**src/rtl/nn_param_regfile.sv**
```systemverilog
// Wishbone-slave register file for the FP neural-network datapath: operands,
// weight/bias slots, control/status, and a start/done handshake.
module nn_param_regfile #(
    parameter logic [31:0]              BASE_ADDR  = 32'h3000_0000,
    parameter int                       NUM_PARAMS = 9,
    parameter logic [32*NUM_PARAMS-1:0] PARAM_INIT = {NUM_PARAMS{32'h0}},
    parameter logic [31:0]              WIN_BYTES  = 32'h100
) (
    input  logic                       clk,
    input  logic                       rst_l,
    input  logic                       wbs_cyc_i,
    input  logic                       wbs_stb_i,
    input  logic                       wbs_we_i,
    input  logic [3:0]                 wbs_sel_i,
    input  logic [31:0]                wbs_adr_i,
    input  logic [31:0]                wbs_dat_i,
    output logic                       wbs_ack_o,
    output logic [31:0]                wbs_dat_o,
    output logic [31:0]                opA,
    output logic [31:0]                opB,
    output logic [32*NUM_PARAMS-1:0]   params_o,
    output logic                       start_o,
    input  logic                       nn_busy_i,
    input  logic                       nn_done_i
);

    logic [31:0] offset;
    logic [29:0] word;
    logic [29:0] slot_word;
    logic        hit;
    logic        commit;
    logic        wr;
    logic        lock;
    logic        done;
    logic [31:0] rd_data;
    logic [NUM_PARAMS-1:0][31:0] slot;

    function automatic logic [31:0] merge(input logic [31:0] cur,
                                          input logic [31:0] dat,
                                          input logic [3:0]  sel);
        logic [31:0] r;
        for (int b = 0; b < 4; b++)
            r[8*b +: 8] = sel[b] ? dat[8*b +: 8] : cur[8*b +: 8];
        return r;
    endfunction

    // Unsigned subtract: addresses below the base wrap to a huge offset and miss.
    assign offset    = wbs_adr_i - BASE_ADDR;
    assign word      = offset[31:2];
    assign slot_word = word - 30'd4;
    assign hit       = wbs_cyc_i & wbs_stb_i & (offset < WIN_BYTES);
    assign commit    = hit & ~wbs_ack_o;
    assign wr        = commit & wbs_we_i;
    assign params_o  = slot;

    always_comb begin
        rd_data = 32'h0;
        case (word)
            30'd0:   rd_data = opA;
            30'd1:   rd_data = opB;
            30'd2:   rd_data = {30'b0, lock, 1'b0};
            30'd3:   rd_data = {30'b0, done, nn_busy_i};
            default: begin
                for (int i = 0; i < NUM_PARAMS; i++)
                    if (slot_word == 30'(i)) rd_data = slot[i];
            end
        endcase
    end

    always_ff @(posedge clk or negedge rst_l) begin
        if (!rst_l) begin
            wbs_ack_o <= 1'b0;
            wbs_dat_o <= 32'h0;
            start_o   <= 1'b0;
            opA       <= 32'h0;
            opB       <= 32'h0;
            lock      <= 1'b0;
            done      <= 1'b0;
            slot      <= PARAM_INIT;
        end else begin
            wbs_ack_o <= hit & ~wbs_ack_o;
            wbs_dat_o <= commit ? rd_data : 32'h0;
            start_o   <= wr && (word == 30'd2) && wbs_dat_i[0] && wbs_sel_i[0] && !nn_busy_i;

            if (wr && !nn_busy_i && (word == 30'd0))
                opA <= merge(opA, wbs_dat_i, wbs_sel_i);
            if (wr && !nn_busy_i && (word == 30'd1))
                opB <= merge(opB, wbs_dat_i, wbs_sel_i);
            if (wr && (word == 30'd2) && wbs_sel_i[0])
                lock <= wbs_dat_i[1];

            // A completion in the same cycle as the W1C keeps DONE set.
            if (nn_done_i)
                done <= 1'b1;
            else if (wr && (word == 30'd3) && wbs_dat_i[1] && wbs_sel_i[0])
                done <= 1'b0;

            for (int i = 0; i < NUM_PARAMS; i++)
                if (wr && !lock && !nn_busy_i && (word >= 30'd4) && (slot_word == 30'(i)))
                    slot[i] <= merge(slot[i], wbs_dat_i, wbs_sel_i);
        end
    end

endmodule

```
**config.mk**
```make
export PLATFORM = sky130hd
export DESIGN_NAME = nn_param_regfile
export DESIGN_NICKNAME = d
export VERILOG_FILES = /design/src/rtl/nn_param_regfile.sv
export SDC_FILE = /design/constraint.sdc
export NUM_CORES = 1
export LEC_CHECK = 0
export CORE_MARGIN = 2
export CORE_UTILIZATION = 35
export DETAILED_ROUTE_END_ITERATION = 6
export PLACE_DENSITY = 0.62
export SETUP_SLACK_MARGIN = 0.3
export SYNTH_ARGS = -nofsm -noshare
export SYNTH_HDL_FRONTEND = slang
export SYNTH_SLANG_ARGS = --single-unit
```
**constraint.sdc**
```tcl
create_clock -name clk -period 2.55 [get_ports clk]
set_input_delay 0.51 -clock clk [delete_from_list [all_inputs] [get_ports clk]]
set_output_delay 0.51 -clock clk [all_outputs]
set_load 0.03 [all_outputs]
```
Word-level counts from Yosys, hierarchy flattened
Cells that the tools add are included.
- bits in registers: 388
- input port bits: 75
- output and inout port bits: 386
- word-level logic and storage cells: 154
- add/subtract/negate cells: 2
- $lt $le $gt $ge: 2
- equality and inequality tests: 11
- mux-type cells: 13
- bitwise logic cells: 5
- reduce and logical (&&, ||, !) cells: 72
- operators with widths (kind ; number):
    $mux W32 ; 10
    $pmux W32 S4 ; 1
    $eq A30 B2 Y1 const B ; 4
    $eq A30 B3 Y1 const B ; 4
    $reduce_and A2 Y1 ; 44
    $eq A30 B1 Y1 const B ; 2
    $logic_not A30 Y1 ; 2
    $lt A32 B9 Y1 const B ; 1
    $sub A32 B30 Y32 const B ; 1
    $eq A30 B4 Y1 const B ; 1
    $ge A30 B3 Y1 const B ; 1
    $sub A30 B3 Y30 const B ; 1
    $logic_and A1 B1 Y1 ; 23
    $and A1 B1 Y1 ; 4
    $logic_not A1 Y1 ; 2
    $mux W1 ; 2
    $reduce_bool A2 Y1 ; 1
    $not A1 Y1 ; 1

Depth between registers and ports, before layout
Gate-level depths: netlist of the first run.
- depth in word-level cells: 14
- gate-level depth with buffers: 10
- mapped depth without buffers: 8

Worst setup path after synthesis of the first run
Ideal clock, no wire load.
- path type: input to register
- start point: input port wbs_adr_i[14]
- end point: register slot (netlist bit params_o[72])
- library setup time: 0.125 ns
- data arrival time: 3.651 ns
- data required time: 2.425 ns
- setup slack: -1.226 ns
- cell stages on the path: 8
- buffers on the path: 2
- path through: or4_1 -> or4_4 -> or3_1 -> or4_1 -> buf_6 -> buf_6 -> nor4_4 -> mux2_2
- longest elaborated chain between the ends: 10
- elaborated cells between the ends (all ways): 13
- those cells by class: add/sub (2); order compare (2); eq/ne (1); bitwise (3); reduce/logical (5)
- ends and longest elaborated chain (element ; RTL line ; RTL):
    from (decl) ; 15 ; input logic [31:0] wbs_adr_i,
    $sub A32 B30 Y32 (*) ; 48 ; assign offset = wbs_adr_i - BASE_ADDR;
    $lt A32 B9 Y1 ; 51 ; assign hit = wbs_cyc_i & wbs_stb_i & (offset < WIN_BYTES);
    $and A1 B1 Y1 ; 51 ;
    $and A1 B1 Y1 ; 52 ; assign commit = hit & ~wbs_ack_o;
    $and A1 B1 Y1 ; 53 ; assign wr = commit & wbs_we_i;
    $logic_and A1 B1 Y1 (3 in a row) ; 99 ; if (wr && !lock && !nn_busy_i && (word >= 30'd4) && (slot_word == 30'(i)))
    $logic_and A1 B1 Y1 (*) ; 99 ;
    $reduce_and A2 Y1 (no source line) (*) ; n/a ;
    to (signal, indexed assignment) ; 100 ; slot[i] <= merge(slot[i], wbs_dat_i, wbs_sel_i);
    to (decl) ; 36 ; logic [NUM_PARAMS-1:0][31:0] slot;
Mark *: on every way between the ends. The rest lies on a longest branch, timed or not.
A chain may end at the register's enable or synchronous reset.

Worst setup path after layout of the first run
- start point: input port wbs_adr_i[12]
- end point: register slot (netlist bit params_o[181])
The elaborated chain is that of the path after synthesis.

==> impl_summary.md, run 1 <==
Routing
In this run the remaining antenna-violating nets after routing total 0. The overall routed net length is 75,100 um. The DRC violation count after routing is 0.

For this run, the detailed router's first-pass iteration total came to 5. Dividing the detail-routed via count by the number of cells gives 5.47. The per-cell routed wire length is 27.6 um. The via count is 14.9k. The number of design-rule violations left by the first detailed-router iteration is 1,225.

Die
The x dimension of the die is 233 um. Once the floorplan was initialized, standard cells occupied 35.5% of the core. The die covers 0.0542 mm^2. The number of top-level pins is 461.

The chip height is 233 um. The floorplan has 83 rows. The core region is 0.0515 mm^2.

Power and ir drop
The sum of internal, switching and leakage power is 0.0139 W. Power spread over the standard cell area amounts to 477 mW/mm^2. VDD sags by at most 441 uV. The leakage power of the design is 13.6 nW.

CTS
At the later pin of the worst-skew pair, clock insertion delay measures 0.57 ns. The total number of clock tree sinks is 388. The total clock buffers created by CTS is 46. TritonCTS built the clock tree. In this run the number of H-tree levels came out at 2. The number of buffers between clock root and the deepest sink is 3.

The cell at the root of the clock tree is sky130_fd_sc_hd__clkbuf_16. Clock-pin slew was measured on the worst setup and hold paths at 0.06 ns.

Status
The checks that failed: setup timing. The flow ran to the end, but the final reports show violations.

Worst setup path
The number of buffer and inverter instances along the worst setup path is 5. The cell type of the slowest stage on the worst timing path is sky130_fd_sc_hd__or4_4. Along the worst path, the maximum fanout reaches 6. Data on the critical path is required at its endpoint by 3.00 ns. Traced cell by cell, the critical path runs through buf_6, or4_4, or4_4, or3_1, or4_4, buf_12, buf_12, buf_12, nor3_4, buf_6, mux2_4.

The data arrival time of the critical path is 3.64 ns. The worst setup path is of the primary input to register kind. The stage delay of the slowest cell on the critical path is 0.55 ns. The kind of cell with the highest combined delay along the critical path is simple AND/OR/NAND/NOR gates. The worst setup path is captured at a register.

The worst setup path is launched from a primary input.

Final layout
The fill cell instance count of the final layout is 4,249. With fillers left out, the area of the finished cells amounts to 0.0291 mm^2. The count of non-filler cells in the finished layout is 2,721.

The synthesis-to-layout area growth is 58.9%. The net count of the finished layout is 2,083. The share of layout cells above drive strength 1 is 40.8%.

Timing
The final hold violation count is 0. The transition at the pin with the smallest max-transition slack is 0.879 ns. For the finished layout, the period the worst path requires is 3.19 ns.

Setup repair after global routing could not meet its margin everywhere. The post-route clock skew is 0.0139 ns. The post-route clock period utilization is 125%.

Once routing completed, OpenROAD measured the worst setup slack at -0.643 ns. The number of slew-limit violations in the final report is 0. The final count of negative-setup-slack endpoints is 387. The achievable clock frequency is 313 MHz. The max-slew headroom at the worst pin is 39.9%.

Logic synthesis
The adder-cell area share of the yosys netlist is 0.137%. After synthesis, the share of cell area in mux cells is 28.2%. The most instantiated flip-flop cell in the synthesis netlist is sky130_fd_sc_hd__dfrtp_1. By area, the combinational part of the netlist is dominated by multiplexers.

Yosys mapped the design onto 59 distinct sky130hd cell types. The proportion of register bits with asynchronous set or reset after synthesis is 100%. The area of the mapped netlist is 0.0183 mm^2. The cell type with the largest total area after synthesis is sky130_fd_sc_hd__dfrtp_1. The number of enable flip-flop cells after synthesis is 0. The synthesized netlist net count is 1,450. Synthesis produced a netlist whose cell count is 1,373. Summing the areas of all compound-gate instances in the mapped netlist gives 6.65% of the synthesized area. The synthesized netlist devotes 9.39% of its cell area to simple gates. The number of warnings reported in the yosys synthesis log is 0. Summing the areas of all xor and xnor instances in the mapped netlist gives 0.0957% of the synthesized area.

The share of synthesized area in the top cell type comes to 53.0%. By instance count, the leading cell after synthesis is sky130_fd_sc_hd__dfrtp_1. The mean instance size in the synthesized netlist is 13.3 um^2. By area the synthesized netlist is led by sky130_fd_sc_hd__dfrtp_1 (53%), sky130_fd_sc_hd__mux2_2 (22%), sky130_fd_sc_hd__mux4_2 (4.1%), sky130_fd_sc_hd__nor3_4 (2.5%), sky130_fd_sc_hd__mux2i_1 (1.9%). Synthesis inferred 388 register bits. In the synthesized netlist, the cells that appear most often are sky130_fd_sc_hd__dfrtp_1 (388), sky130_fd_sc_hd__mux2_2 (362), sky130_fd_sc_hd__clkbuf_1 (88).

For this run, the register share of the synthesized area comes to 53.0%.

Hold path
In this run the worst hold path is classified as primary input to async pin.

GRT
The first global-routing pass estimated 108,000 um of wire. The global-route usage over all layers is 27.4%. The largest net degree at the start of global routing is 81. For this run the aggregate overflow at the end of global routing stands at 0. The number of antenna violations at the first check in global routing was 3. The number of global-route vias before repair came to 15.8k.

Placed design
The placed instance count is 2,610. Buffers placed on the I/O ports in this run total 458. After legalization and detailed placement, the total HPWL measured 50,900 um. Once placement finished, the instance area stood at 0.0260 mm^2. The placer's final routability congestion estimate is 0.871.

Job
The count of max-cap constraint violations is 0.
==> path summary, 6_finish.rpt <==
| path | start | endpoint | slack [ns] | depth (start not counted) |
|---|---|---|---|---|
| setup / recovery | wbs_adr_i[12] | params_o[181]$_DFFE_PN0P_ | -0.64 | 11 |
| hold / removal | rst_l | opA[25]$_DFFE_PN0P_ | 0.48 | 2 |
| setup reg to reg | wbs_ack_o$_DFF_PN0_ | params_o[181]$_DFFE_PN0P_ | -0.44 | 9 |
| hold reg to reg | params_o[2]$_DFFE_PN0P_ | params_o[2]$_DFFE_PN0P_ | 0.53 | 1 |
| max in group asynchronous | rst_l | params_o[205]$_DFFE_PN0P_ | 1.21 | 3 |
| min in group clk | nn_done_i | done$_DFFE_PN0P_ | 0.52 | 2 |
==> where the power goes <==
part	internal, W	switching [W]	total (W)
logic	0.000349	0.000576	0.000925
clock network	0.00419	0.00261	0.00679
registers	0.00616	0.0000000949	0.00616
total	0.0107	0.00318	0.0139
==> logic make-up (layout without fill, tap and decap cells) <==
logic type      after synthesis  count (layout)
flops                       388             388
xor+xnor                      2               2
simple gates                255             256
fa+ha+maj                     2               2
mux                         430             430
other cells                   0               2
buf+inv                     113             778
compound gates              183             183
==> routing by layer <==
layer	wire, um	vias to the layer above	part of all wire [%]	track usage [%]
met1	32500	7825	43	36.4
met5	30	-	0.040	0
li1	-	6398	-	-
met4	2000	4	2.7	9.12
met2	36300	537	48	44.6
met3	4300	119	5.7	5.58
==> state kept, by name (all words and copies together), names as in the netlist <==
name and flops:
lock 1, params_o 288, wbs_dat_o 32, opB 32, wbs_ack_o 1, start_o 1, done 1, opA 32
==> worst reg2reg max path, stage by stage (launching register included) <==
cell                       delay [ns]
sky130_fd_sc_hd__dfrtp_1         0.39
sky130_fd_sc_hd__nand3b_1        0.23
sky130_fd_sc_hd__or4b_4          0.51
sky130_fd_sc_hd__or4_4           0.55
sky130_fd_sc_hd__buf_12          0.16
sky130_fd_sc_hd__buf_12          0.14
sky130_fd_sc_hd__buf_12          0.15
sky130_fd_sc_hd__nor3_4          0.26
sky130_fd_sc_hd__buf_6           0.19
sky130_fd_sc_hd__mux2_4          0.30
==> area by class of cell <==
class                      instances  area, um^2  area share (%)
sequential                       388        9710            33.4
clock inverter                    13         178           0.611
multi-input combinational        873        9470            32.6
clock buffer                      68        1400            4.80
tap                              680         851            2.92
inverter                           3        11.3          0.0387
antenna                            2        5.00          0.0172
timing repair buffer             694        7470            25.7
==> through the flow <==
step / setup TNS, ns / hold WS, ns / worst slack [ns] / utilization, %
after floorplan: -334.99 / 0.214 / -1.06 / -
after global placement: -504.54 / 0.479 / -1.42 / 50.5
after detailed placement: -508.68 / 0.497 / -1.43 / 50.5
after CTS: -227.82 / 0.496 / -0.789 / 55.8
after global routing: -196.43 / 0.505 / -0.678 / 56.5
final: -183.64 / 0.484 / -0.643 / 56.5
==> placed cells by master, fill, tap and decap left out, types with 13 or more instances in the layout <==
cell	n
sky130_fd_sc_hd__mux2i_1	34
sky130_fd_sc_hd__nand2_1	80
sky130_fd_sc_hd__mux2_4	217
sky130_fd_sc_hd__nand3_1	13
sky130_fd_sc_hd__clkbuf_16	49
sky130_fd_sc_hd__nor3_4	28
sky130_fd_sc_hd__nor2_1	31
sky130_fd_sc_hd__o21ai_0	47
sky130_fd_sc_hd__nor4_4	14
sky130_fd_sc_hd__mux2_2	146
sky130_fd_sc_hd__dlymetal6s2s_1	27
sky130_fd_sc_hd__buf_4	124
sky130_fd_sc_hd__o22ai_1	36
sky130_fd_sc_hd__clkdlybuf4s50_1	408
sky130_fd_sc_hd__nor2b_1	14
sky130_fd_sc_hd__mux4_2	33
sky130_fd_sc_hd__dfrtp_1	388
sky130_fd_sc_hd__buf_12	59
sky130_fd_sc_hd__buf_6	47
==> timing repair <==
action | in CTS | in global routing
buffers inserted | 17 | 2
pin swaps | 42 | 24
endpoints found under the setup margin | 396 | 412
resized for setup | 227 | 95
hold endpoints to repair | 45 | 0
hold buffers | 1 | 0
cloned | 8 | 0
(Power assumes the default switching activity.)
==> inputs of run 2 (changes only) <==
- ABC_AREA: unset -> 1
- CTS_CLUSTER_SIZE: unset -> 14
- PLACE_DENSITY: 0.62 -> 0.61
==> run 2 against run 1 <==
The run ends with capacitance limit, slew limit, setup timing left. Clock-buffer cell count shrank 6. Final cell count increased by 34%. Combinational power is 9.3% lower. Critical path type unchanged. Die area rose by 2.5%. Register-to-register slack gained 0.36 ns. Hold slack improved by 0.020 ns. Sequential share of layout area is 2.5 points lower.
==> impl_summary.md, run 2 <==
Status
The flow ran to the end, but the final reports show violations. The final reports fail on capacitance limit, slew limit, setup timing.

Logic synthesis
Yosys instantiated no cell more often than sky130_fd_sc_hd__nand2_1. The area of the mapped netlist came to 0.0188 mm^2 (+2.5%). The sequential fraction of the synthesis area was 51.7% (-1.3 points). In the post-synthesis netlist, the biggest area contributors are sky130_fd_sc_hd__dfrtp_1 (52%), sky130_fd_sc_hd__nand2_1 (12%), sky130_fd_sc_hd__o21ai_1 (5.7%), sky130_fd_sc_hd__o21ai_0 (4.6%), sky130_fd_sc_hd__nand3_1 (4.5%). The top-area cell type share of the netlist area is 51.7% (-1.3 points). The number of warnings reported in the yosys synthesis log is 0 (unchanged).

The number of enable flip-flop cells after synthesis is 0 (unchanged). The mean instance size in the synthesized netlist is 8.41 um^2 (-37%). The number of register bits inferred by synthesis is 388 (unchanged).

After synthesis, the most frequently instantiated cells are sky130_fd_sc_hd__nand2_1 (623), sky130_fd_sc_hd__dfrtp_1 (388), sky130_fd_sc_hd__o21ai_1 (214). The cell type with the largest total area after synthesis is sky130_fd_sc_hd__dfrtp_1. The number of distinct library cells after synthesis was 47 (-20%). The synthesized netlist net count is 2,308 (+59%). The most used flip-flop cell after synthesis is sky130_fd_sc_hd__dfrtp_1. The proportion of register bits with asynchronous set or reset after synthesis is 100% (unchanged). The synthesized netlist cell count is 2,231 (+62%).

Timing
The final hold slack is 0.504 ns (+0.0199 ns). The post-route clock skew is 0.0127 ns (-0.00129 ns). The transition at the pin with the smallest max-transition slack is 1.58 ns (+0.696 ns). The post-route worst setup slack is -0.158 ns (+0.486 ns). The aggregate negative setup slack came to -17.13 ns (+166.52 ns). The number of slew-limit violations in the final report was 15 (+15).

The minimum period implied by the final worst setup slack was 2.71 ns (-0.486 ns). The achievable clock frequency came to 369 MHz (+18%). The max-slew headroom at the worst pin is -5.38% (-45 points). The post-route clock period utilization is 106% (-19 points). The final hold violation count came to 0 (unchanged). The final count of negative-setup-slack endpoints was 293 (-24%). Setup repair after global routing could not meet its margin everywhere.

Final layout
The flip-flop count of the largest register, all copies and words added was 288 (unchanged). The net count of the finished layout is 3,011 (+45%). In the layout the commonest cells are sky130_fd_sc_hd__clkdlybuf4s50_1 (429), sky130_fd_sc_hd__dfrtp_1 (388), sky130_fd_sc_hd__nand2_1 (379).

The share of layout cells above drive strength 1 came to 35.4% (-5.4 points). The most common cell after layout, fill and taps aside is sky130_fd_sc_hd__clkdlybuf4s50_1. The post-route standard cell area excluding fillers came to 0.0314 mm^2 (+8.0%). Compared with the post-synthesis result, the final layout area differs by 67.5%.

Die
The number of top-level pins came to 461 (unchanged). The chip height is 236 um (+1.2%). The die footprint is 0.0555 mm^2 (+2.5%). The x dimension of the die is 236 um (+1.2%). The floorplan core area came to 0.0528 mm^2 (+2.4%).

The initial cell density of the core is 35.6% (about the same). The site row count is 84 (+1.2%).

Placed design
The setup slack after placement was -1.24 ns (+0.184 ns). The HPWL after detailed placement is 61,400 um (+21%). The quantity of I/O buffers inserted on ports is 458 (unchanged). The placer's final routability congestion estimate is 0.918 (+5.4%). The total placed instance area is 0.0257 mm^2 (-1.3%).

Worst setup path
The origin of the critical flop-to-flop path is wbs_ack_o$_DFF_PN0_. The largest individual stage delay along the critical path comes from the cell sky130_fd_sc_hd__xor2_2. The class of the most critical setup path is primary input to register. The largest fanout on the critical path came to 8 (+2). STA classifies the critical path startpoint as a primary input. The data required time of the worst path is 3.00 ns (about the same). The stage delay of the slowest cell on the critical path is 0.28 ns (-0.27 ns).

The setup slack of the worst register-to-register path is -0.08 ns (+0.36 ns). The worst flop-to-flop path endpoint is params_o[87]$_DFFE_PN0P_. The signal on the critical path passes through buf_8, nor2_4, nand2_4, nor2_8, nand4_1, xor2_2, nand3_4, nor2_8, buf_6, nand2_8, nor2_4, clkinv_4, buf_4, buf_4, nand3_2, nand4_1, nand3_2, a21oi_2.

The depth of the worst register-to-register path was 14 (+5). The worst setup path is captured at a register. The data arrival time of the critical path is 3.15 ns (-0.49 ns).

CTS
The total number of clock tree sinks was 388 (unchanged). The source-to-sink clock delay at the later pin of the worst-skew pair is 0.57 ns (about the same). The cell sitting at the root of the clock tree is a sky130_fd_sc_hd__clkbuf_16. The number of H-tree levels is 2 (unchanged).

The clock-pin slew on the worst setup and hold paths is 0.06 ns (about the same). The number of buffers between clock root and the deepest sink is 3 (unchanged). The total clock buffers created by CTS came to 44 (-4.3%).

TritonCTS built the clock tree.

Routing
The overall routed net length is 93,100 um (+24%). The first-pass detailed-route iteration total is 6 (+1). The average via count per standard cell is 5.59 (+2.2%). The per-cell routed wire length is 25.4 um (-7.9%).

The number of design-rule violations left by the first detailed-router iteration is 1,961 (+60%). The number of nets with antenna violations after detailed routing is 0 (unchanged). The DRC violation count after routing is 0 (unchanged).

The via count was 20.5k (+37%).

Hold path
The kind of path behind the tightest hold check is register to register. The path with the worst hold slack has its endpoint at done$_DFFE_PN0P_. The startpoint identified for the worst hold timing path is done$_DFFE_PN0P_.

The cell depth of the worst min-delay path is 2.

Power and ir drop
The leakage power of the design is 13.4 nW (-1.2%). The worst ir drop on vdd came to 399 uV (-9.5%). The power per cell area is 446 mW/mm^2 (-6.6%).

GRT
The global-route wire length before repair is 132,000 um (+22%). The largest net degree at the start of global routing was 70 (-14%). The number of antenna violations at the first check in global routing is 3 (unchanged). The number of global-route vias before repair is 19.9k (+26%).

The sum of overflow across all layers after global routing is 0 (unchanged). The global-route usage over all layers was 31.5% (+4.1 points).

Job
The count of max-cap constraint violations was 1 (+1).
-- run 2: cell type report --
| class | instances | area (um^2) |
|---|---|---|
| fillers | 4539 | 21300 |
| multi-input cells | 1600 | 10600 |
| flip-flops and latches | 388 | 9710 |
| repair buffers | 774 | 8150 |
| clock buffers | 62 | 1290 |
| well taps | 688 | 861 |
| inverters | 126 | 509 |
| clock inverters | 18 | 303 |
| diodes | 3 | 7.51 |
-- run 2: worst max-delay path by stage --
stage                   startpoint                         to  slack (ns)  cells past startpoint
2_1_floorplan        wbs_adr_i[28]  params_o[215]$_DFFE_PN0P_       -0.14                     15
3_3_place_gp          wbs_adr_i[8]    wbs_dat_o[10]$_DFF_PN0_       -1.23                     17
3_5_place_dp          wbs_adr_i[9]    wbs_dat_o[10]$_DFF_PN0_       -1.24                     17
4_1_cts        wbs_ack_o$_DFF_PN0_   params_o[33]$_DFFE_PN0P_       -0.07                     13
5_1_grt              wbs_adr_i[28]    wbs_dat_o[30]$_DFF_PN0_       -0.30                     25
6_report              wbs_adr_i[4]     wbs_dat_o[4]$_DFF_PN0_       -0.16                     18
-- run 2: critical path: cells and delay by family --
family                    cells  cell delay (ns)
AOI/OAI and AO/OA             1             0.06
xor gates and xnor gates      1             0.28
buffers and inverters         5             0.67
and+or+nand+nor              11             1.60
-- run 2: what timing repair did --
action / CTS / global route
gates cloned: 25 / 17
pin swaps: 94 / 95
endpoints found under the setup margin: 411 / 443
hold buffers: 1 / 0
resized for setup: 443 / 395
buffers inserted: 64 / 28
hold endpoints to repair: 56 / 0
-- run 2: where the power goes --
group          internal, W  switching (W)  total, W
Clock              0.00433        0.00268   0.00701
Sequential         0.00616    0.000000186   0.00616
Combinational     0.000268       0.000571  0.000839
Total               0.0108        0.00325    0.0140
-- run 2: logic make-up (layout without fill, tap and decap cells) --
family | count (synthesis) | after routing | synth area share (%)
AOI/OAI and AO/OA | 537 | 537 | 15.7
DFF | 388 | 388 | 51.7
and+or+nand+nor | 1028 | 1054 | 25.6
buffers and inverters | 269 | 980 | 6.49
muxes | 4 | 4 | 0.240
other | 0 | 3 | 0
adders and majority gates | 2 | 2 | 0.133
xor gates and xnor gates | 3 | 3 | 0.140
-- run 2: stage by stage --
| stage | cells | util (%) | total power (W) |
|---|---|---|---|
| 2_1_floorplan | 2231 | - | 0.00649 |
| 3_3_place_gp | 3441 | 48.6 | 0.00698 |
| 3_5_place_dp | 3441 | 48.6 | 0.00698 |
| 4_1_cts | 3611 | 55.9 | 0.0140 |
| 5_1_grt | 3658 | 59.6 | 0.0144 |
| 6_report | 3659 | 59.6 | 0.0140 |
-- run 2: routing by layer --
metal | global-route usage, % | wire length [um]
met2 | 51.3 | 43900
met1 | 42.0 | 37500
met3 | 6.36 | 8210
met4 | 10.3 | 3440
met5 | 0 | 8
